$ cat src/rtl/park_pkg.sv
// Shared types and constants for the parking-space allocator.
package park_pkg;

  typedef enum logic [0:0] {
    IDLE = 1'b0,
    WAIT = 1'b1
  } park_state_e;

  localparam int unsigned N_LANES          = 2;
  localparam int unsigned DEFAULT_N_SPACES = 8;

endpackage

$ cat src/rtl/park_first_free.sv
// Lowest-index priority encoder: reports the first set bit of free and whether any bit is set.
module park_first_free
  import park_pkg::*;
#(
  parameter int unsigned N = DEFAULT_N_SPACES
) (
  input  logic [N-1:0]         free,
  output logic [$clog2(N)-1:0] idx,
  output logic                 found
);

  localparam int unsigned IW = $clog2(N);

  // Scan from the top so the lowest set bit is the last one written.
  always_comb begin
    idx   = '0;
    found = 1'b0;
    for (int i = int'(N) - 1; i >= 0; i--) begin
      if (free[i]) begin
        idx   = IW'(i);
        found = 1'b1;
      end
    end
  end

endmodule

$ cat src/rtl/park_space_allocator.sv
// Two-lane round-robin parking-space allocator with one outstanding reservation.
// Optional reservation expiry is built when PARK_TIMEOUT_EN is defined.
module park_space_allocator
  import park_pkg::*;
#(
  parameter int unsigned N_SPACES = DEFAULT_N_SPACES,
  parameter int unsigned TIMEOUT  = 255
) (
  input  logic                            clk,
  input  logic                            rst_n,
  input  logic [N_LANES-1:0]              req,
  output logic [N_LANES-1:0]              gnt,
  output logic [$clog2(N_SPACES)-1:0]     gnt_space,
  input  logic                            park_ack,
  input  logic                            rel_vld,
  input  logic [$clog2(N_SPACES)-1:0]     rel_space,
  output logic [N_SPACES-1:0]             occupied,
  output logic [N_SPACES-1:0]             reserved,
  output logic [$clog2(N_SPACES+1)-1:0]   count,
  output logic                            full,
  output logic                            timeout
);

  localparam int unsigned IW = $clog2(N_SPACES);
  localparam int unsigned CW = $clog2(N_SPACES + 1);

  localparam logic [0:0] S_IDLE = IDLE;
  localparam logic [0:0] S_WAIT = WAIT;

  if (N_SPACES < 2 || N_SPACES > 32 || TIMEOUT < 1) begin : g_param_check
    $error("park_space_allocator: N_SPACES must be 2..32 and TIMEOUT at least 1");
  end

  logic [0:0]          state, state_nx;
  logic                rr_ptr, rr_ptr_nx;
  logic [N_LANES-1:0]  gnt_nx;
  logic [IW-1:0]       gnt_space_nx;
  logic [N_SPACES-1:0] occupied_nx, reserved_nx;
  logic [N_SPACES-1:0] busy, alloc_mask, rel_mask;
  logic [IW-1:0]       free_idx;
  logic                free_found;
  logic                lane;

`ifdef PARK_TIMEOUT_EN
  localparam int unsigned CNT_W = ($clog2(TIMEOUT + 1) > 8) ? $clog2(TIMEOUT + 1) : 8;
  logic [CNT_W-1:0] wait_cnt, wait_cnt_nx;
  logic             timeout_nx;
`endif

  assign busy  = occupied | reserved;
  assign count = CW'($countones(busy));
  assign full  = (count == CW'(N_SPACES));

  park_first_free #(
    .N (N_SPACES)
  ) u_first_free (
    .free  (~busy),
    .idx   (free_idx),
    .found (free_found)
  );

  assign alloc_mask = N_SPACES'(1) << free_idx;
  // Out-of-range indices never match a space.
  assign rel_mask   = (rel_vld && (32'(rel_space) < N_SPACES)) ? (N_SPACES'(1) << rel_space) : '0;

  always_comb begin
    state_nx     = state;
    rr_ptr_nx    = rr_ptr;
    gnt_nx       = '0;
    gnt_space_nx = gnt_space;
    occupied_nx  = occupied & ~rel_mask;
    reserved_nx  = reserved;
    lane         = (req == 2'b11) ? rr_ptr : req[1];
`ifdef PARK_TIMEOUT_EN
    wait_cnt_nx  = wait_cnt;
    timeout_nx   = 1'b0;
`endif
    if (state == S_IDLE) begin
      if ((req != '0) && !full && free_found) begin
        gnt_nx       = lane ? 2'b10 : 2'b01;
        gnt_space_nx = free_idx;
        reserved_nx  = reserved | alloc_mask;
        rr_ptr_nx    = ~lane;
        state_nx     = S_WAIT;
`ifdef PARK_TIMEOUT_EN
        wait_cnt_nx  = '0;
`endif
      end
    end else begin
      // Only one reservation is ever outstanding, so the whole vector moves.
      if (park_ack) begin
        occupied_nx = occupied_nx | reserved;
        reserved_nx = '0;
        state_nx    = S_IDLE;
      end
`ifdef PARK_TIMEOUT_EN
      else if (wait_cnt == CNT_W'(TIMEOUT - 1)) begin
        reserved_nx = '0;
        timeout_nx  = 1'b1;
        state_nx    = S_IDLE;
      end else begin
        wait_cnt_nx = wait_cnt + CNT_W'(1);
      end
`endif
    end
  end

  always_ff @(posedge clk or negedge rst_n) begin
    if (!rst_n) begin
      state     <= S_IDLE;
      rr_ptr    <= 1'b0;
      gnt       <= '0;
      gnt_space <= '0;
      occupied  <= '0;
      reserved  <= '0;
    end else begin
      state     <= state_nx;
      rr_ptr    <= rr_ptr_nx;
      gnt       <= gnt_nx;
      gnt_space <= gnt_space_nx;
      occupied  <= occupied_nx;
      reserved  <= reserved_nx;
    end
  end

`ifdef PARK_TIMEOUT_EN
  always_ff @(posedge clk or negedge rst_n) begin
    if (!rst_n) begin
      wait_cnt <= '0;
      timeout  <= 1'b0;
    end else begin
      wait_cnt <= wait_cnt_nx;
      timeout  <= timeout_nx;
    end
  end
`else
  assign timeout = 1'b0;
`endif

endmodule

$ cat config.mk
export PLATFORM = sky130hd
export DESIGN_NAME = park_space_allocator
export DESIGN_NICKNAME = d
export VERILOG_FILES = /design/src/rtl/park_pkg.sv /design/src/rtl/park_first_free.sv /design/src/rtl/park_space_allocator.sv
export SDC_FILE = /design/constraint.sdc
export NUM_CORES = 1
export LEC_CHECK = 0
export CAP_MARGIN = 40
export CORE_MARGIN = 8
export CORE_UTILIZATION = 30
export DETAILED_ROUTE_END_ITERATION = 8
export GPL_TIMING_DRIVEN = 0
export PLACE_DENSITY = 0.62
export SETUP_SLACK_MARGIN = 0.15
export SYNTH_ARGS = -nofsm -noshare
export SYNTH_HDL_FRONTEND = slang
export SYNTH_SLANG_ARGS = --single-unit
$ cat constraint.sdc
create_clock -name clk -period 9.3 [get_ports clk]
set_input_delay 2.79 -clock clk [delete_from_list [all_inputs] [get_ports clk]]
set_output_delay 2.79 -clock clk [all_outputs]
set_load 0.03 [all_outputs]
---- Word-level counts from Yosys, hierarchy flattened ----
Cells that the tools add are included.
storage, ports and cells
  input port bits ......................... 9
  logic and storage cells ................. 62
  flip-flop bits (word level) ............. 23
  output and inout bits ................... 27
operators by class
  multiplexer cells ....................... 29
  equal/unequal tests ..................... 3
  bitwise gates (word level) .............. 8
  reductions and logical operators ........ 7
  add/sub/neg operators ................... 7
  shift-type cells ........................ 2
operators by type and width
  cell                   number
  $mux W8                6
  $mux W3                8
  $or A8 B8 Y8           3
  $not A8 Y8             2
  $shl A1 B3 Y8 const A  2
  $mux W1                12
  $add A1 B1 Y2          4
  $and A8 B8 Y8          1
  $add A2 B2 Y3          2
  $mux W2                3
  $add A3 B3 Y4          1
  $eq A4 B4 Y1 const B   1
  $reduce_and A2 Y1      2
  $reduce_bool A2 Y1     2
  $eq A2 B2 Y1 const B   1
  $logic_and A1 B1 Y1    2
  $ne A2 B2 Y1 const B   1
  $not A1 Y1             2
  $logic_not A1 Y1       1

---- Logic depth before layout (Yosys ltp) ----
Gate-level depths: netlist of the first run.
  depth after elaboration ................. 14
  gate-level depth with buffers ........... 13
  gate-level depth less buffers ........... 13

---- Cells and area by module ----
From an unflattened synthesis of the first run, not the netlist that was laid out.
unflattened totals
  cell total of the unflattened synthesis .. 120
  area total of the unflattened synthesis .. 1,239.9 um^2
modules (own cells, without submodules)
  module                area each (um^2)  times used  seq. area each (um^2)  cells each
  park_space_allocator  1,159.9           1           575.6                  107
  park_first_free       80.1              1           0.0                    13

---- Least setup slack after synthesis of the first run ----
Ideal clock, no wire load.
  kind .................................... register -> output
  start point ............................. reg occupied[3]
  end point ............................... out full
  path slack .............................. 2.896 ns
  buffers on the path ..................... 0
  cell stages (with the launch flop) ...... 11
  data required time ...................... 6.510 ns
  arrival time ............................ 3.614 ns
  cell sequence ........................... dfrtp_1 > nor2_1 > fa_1 > fa_1 > inv_1 > fa_1 > ha_1 > inv_1 > fa_1 > nand4bb_1 > nor2_1
on the way
  word-level cells in the longest chain between the ends .. 5
ends and longest elaborated chain
  element                              line                         text
  from (decl)                          park_space_allocator.sv:17   output logic [N_SPACES-1:0] occupied,
  from (signal assigned)               park_space_allocator.sv:121  occupied <= occupied_nx;
  $or A8 B8 Y8                         park_space_allocator.sv:50   assign busy = occupied | reserved;
  $add A1 B1 Y2 (not written as such)  park_space_allocator.sv:51   assign count = CW'($countones(busy));
  $add A2 B2 Y3 (not written as such)  park_space_allocator.sv:51
  $add A3 B3 Y4 (not written as such)  park_space_allocator.sv:51
  $eq A4 B4 Y1                         park_space_allocator.sv:52   assign full = (count == CW'(N_SPACES));
  to (decl)                            park_space_allocator.sv:20   output logic full,
Every way passes these cells.

---- Worst setup path in the final report of the first run ----
  start point ............................. reg reserved[3]
  end point ............................... out full
on the way
  word-level cells in the longest chain between the ends .. 5
ends and longest elaborated chain
  element                              line                         text
  from (decl)                          park_space_allocator.sv:18   output logic [N_SPACES-1:0] reserved,
  from (signal assigned)               park_space_allocator.sv:122  reserved <= reserved_nx;
  $or A8 B8 Y8                         park_space_allocator.sv:50
  $add A1 B1 Y2 (not written as such)  park_space_allocator.sv:51
  $add A2 B2 Y3 (not written as such)  park_space_allocator.sv:51
  $add A3 B3 Y4 (not written as such)  park_space_allocator.sv:51
  $eq A4 B4 Y1                         park_space_allocator.sv:52
Every way passes these cells.

==> results.sh, run 1 <==
export IMPL_layout_commonest_cell="clkdlybuf4s50_1"
export IMPL_status="finished, final reports clean"
export IMPL_reg2reg_slack_ns=5.02
export IMPL_postRouteAntennaNets=0
export IMPL_r2r_cells=13
export IMPL_drive_gt1_share_pct=8.485
export IMPL_cts_buffers=3
export IMPL_crit_path_frequent_cell="fa_1"
export IMPL_area_growth_pct=37.18
export IMPL_ys_types=36
export IMPL_synth_fa_ha_area_share_pct=9.198
export IMPL_synth_compound_area_share_pct=19.96
export IMPL_final_hold_violation_count=0
export IMPL_crit_fanout=5
export IMPL_cts_tree="yes"
export IMPL_fin_nets=182
export IMPL_dr_total_vias=1069
export IMPL_clk_path_buf_depth=2
export IMPL_cp_data_arrival_time_ns=4.35
export IMPL_drtIter0Drc=52
export IMPL_die_height_um=81.29
export IMPL_synth_warnings=0
export IMPL_synth_xor_area_share_pct=0.6849
export IMPL_setup_tns_final_ns=0
export IMPL_r2r_start="reserved[3]$_DFFE_PN0P_"
export IMPL_n_fill_cell=394
export IMPL_die_w_um=81.29
export IMPL_r2r_end="reserved[7]$_DFFE_PN0P_"
export IMPL_skew_ns=0.002805
export IMPL_timing_final_crit_share_pct=76.76
export IMPL_synthSimpleGateAreaFrac_pct=18.79
export IMPL_gp_congestion=0.8762
export IMPL_ys_seq_elements=23
export IMPL_insertion_delay_ns=0.27
export IMPL_cts_sinks=23
export IMPL_syn_num_nets=142
export IMPL_first_pass_iters=4
export IMPL_synth_top_family_by_area="compound AO/OA/AOI/OAI gates"
export IMPL_clockRootBuffer="clkbuf_8"
export IMPL_crit_start="reserved[3]$_DFFE_PN0P_"
export IMPL_viasPerCell=4.972
export IMPL_synth_top_cell_area_share_pct=45.01
export IMPL_wl_per_cell_um=14.94
export IMPL_muxShareOfSynthArea_pct=1.957
export IMPL_htreeDepth=1
export IMPL_worstSetupPathType="flip-flop to output port"
export IMPL_antenna_found_initial=0
export IMPL_rsz0062_at_grt="false"
export IMPL_synthTopCellsByArea="dfrtp_1 45%, fa_1 6.3%, nor2_1 5.6%, a22o_1 4.8%, inv_1 3.2%"
export IMPL_slew_violations=0
export IMPL_grt_overflow_total=0
export IMPL_cap_violations=0
export IMPL_avgSynthCellArea_um2=10.15
export IMPL_drc=0
export IMPL_post_cts_setup_buffers=0
export IMPL_synth_yosys_seq_area_share_pct=45.01
export IMPL_syn_area_um2=1279
export IMPL_setup_violations=0
export IMPL_synth_top_cell_by_area="dfrtp_1"
export IMPL_critical_path_buf_inv_count=3
export IMPL_cpPeakStageDelay_ns=0.68
export IMPL_start_util_pct=31.51
export IMPL_num_rows=23
export IMPL_dieArea_um2=6607
export IMPL_port_buffers=34
export IMPL_cp_depth=11
export IMPL_slowest_stage="clkdlybuf4s50_1"
export IMPL_cp_start_kind="flip-flop"
export IMPL_min_period_ns=7.138
export IMPL_timing_fmax_mhz=140.1
export IMPL_grt_pass1_vias=1117
export IMPL_clkTransAtPathRegs_ns=0.08
export IMPL_routed_wl_um=3213
export IMPL_end_kind="output port"
export IMPL_cts_hold_buf=0
export IMPL_hold_path_class="flip-flop to flip-flop"
export IMPL_grt_max_degree=17
export IMPL_layout_common_cells="34 x clkdlybuf4s50_1, 23 x dfrtp_1, 19 x nor2_1"
export IMPL_core_um2=4058
export IMPL_tightest_slew_ns=0.5142
export IMPL_cp_top_family="adder cells"
export IMPL_relSlewSlack_pct=65.72
export IMPL_endpoint="full"
export IMPL_hold_slack_ns=0.4949
export IMPL_place_hpwl_um=2672
export IMPL_grt_pass1_wl_um=5409
export IMPL_postSynthCellCount=126
export IMPL_required_ns=6.51
export IMPL_grt_use_total_pct=10.37
export IMPL_diodes=0
export IMPL_ios=36
export IMPL_path_cells="nor2_1, fa_1, fa_1, inv_1, fa_1, ha_1, inv_1, fa_1, nand4bb_1, nor2_1, clkdlybuf4s50_1"
export IMPL_cts_resized=0
## stage by stage
step	utilization (%)	instance area (um2)	cells	setup WS, ns
2_1_floorplan	-	1279	126	2.897
3_3_place_gp	41.44	1682	210	2.467
3_5_place_dp	42.12	1709	211	2.395
4_1_cts	43.23	1754	215	2.093
5_1_grt	43.23	1754	215	1.979
6_report	43.23	1754	215	2.162
## cell type report
| cell class | count | area (um2) | area share, % |
|---|---|---|---|
| multi-input cells | 90 | 650.6 | 37.09 |
| repair buffers | 35 | 367.9 | 20.97 |
| inverters | 11 | 41.29 | 2.354 |
| clock buffers | 4 | 45.04 | 2.568 |
| well taps | 50 | 62.56 | 3.566 |
| plain buffers | 2 | 11.26 | 0.6419 |
| flip-flops and latches | 23 | 575.6 | 32.81 |
## kinds of logic (layout without fill, tap and decap cells)
family | Yosys count | count (layout)
AO/OA/AOI/OAI | 29 | 29
AND/OR/NAND/NOR | 50 | 50
other | 1 | 1
XOR/XNOR | 1 | 1
buffers and inverters | 13 | 52
adder cells (fa/ha/maj) | 7 | 7
flip-flops | 23 | 23
multiplexers | 2 | 2
## state kept, by name, indices dropped and copies added, names as in the netlist
register   count
reserved       8
gnt_space      3
occupied       8
rr_ptr         1
gnt            2
state          1
## per-layer routing
layer,vias to the layer above,wire (um),track usage (%)
met1,522,1360,12.20
met3,3,249,4.305
li1,516,-,-
met5,-,0,0
met2,28,1587,17.50
met4,0,17,1.607
## worst min-delay path by stage
stage / from / end / slack [ns] / cells past startpoint
after floorplan: rr_ptr$_DFFE_PN0P_ / rr_ptr$_DFFE_PN0P_ / 0.46 / 2
after global placement: rr_ptr$_DFFE_PN0P_ / rr_ptr$_DFFE_PN0P_ / 0.48 / 2
after detailed placement: rr_ptr$_DFFE_PN0P_ / rr_ptr$_DFFE_PN0P_ / 0.48 / 2
after CTS: rr_ptr$_DFFE_PN0P_ / rr_ptr$_DFFE_PN0P_ / 0.50 / 2
after global routing: rr_ptr$_DFFE_PN0P_ / rr_ptr$_DFFE_PN0P_ / 0.54 / 2
final: rr_ptr$_DFFE_PN0P_ / rr_ptr$_DFFE_PN0P_ / 0.49 / 2
## synthesized netlist by cell type
cell type / number
a21oi_1: 2
a22o_1: 7
a22o_2: 3
a31oi_4: 1
and2_1: 2
and2b_1: 1
buf_4: 1
clkbuf_1: 1
conb_1: 1
dfrtp_1: 23
fa_1: 4
ha_1: 3
inv_1: 11
mux2_4: 1
mux2i_1: 1
nand2_1: 10
nand2b_1: 1
nand3_1: 4
nand3b_1: 1
nand4_1: 1
nand4bb_1: 1
nor2_1: 19
nor2b_1: 4
nor3_1: 2
o21ai_0: 4
o21bai_1: 1
o221ai_2: 1
o22a_1: 2
o22a_2: 1
o22ai_1: 4
o311a_4: 1
o31ai_1: 1
o41ai_1: 1
or2_1: 3
or2_2: 1
xnor2_1: 1
## worst min-delay path, stage by stage (launching register included)
cell and delay, ns:
dfrtp_1 0.34, nor2_1 0.05, nor2_1 0.07
Power of run 1 is left out: the tool's default activity adds up to more than one toggle a clock period on the data nets, which glitch-free logic cannot reach.
==> run 2: changes to the inputs <==
==> constraint.sdc (replaced) <==
create_clock -name clk -period 6.95 [get_ports clk]
set_input_delay 2.085 -clock clk [delete_from_list [all_inputs] [get_ports clk]]
set_output_delay 2.085 -clock clk [all_outputs]
set_load 0.03 [all_outputs]
==> results of run 2 <==
Same layout as run 1 (identical final DEF). Status: finished, final reports clean.
Among the figures that moved: setup slack after placement 2.395 ns -> 0.7497 ns; setup slack after layout 2.162 ns -> 0.5166 ns; register-to-register setup slack 5.02 ns -> 2.67 ns
Power of run 2 is left out for the same reason.
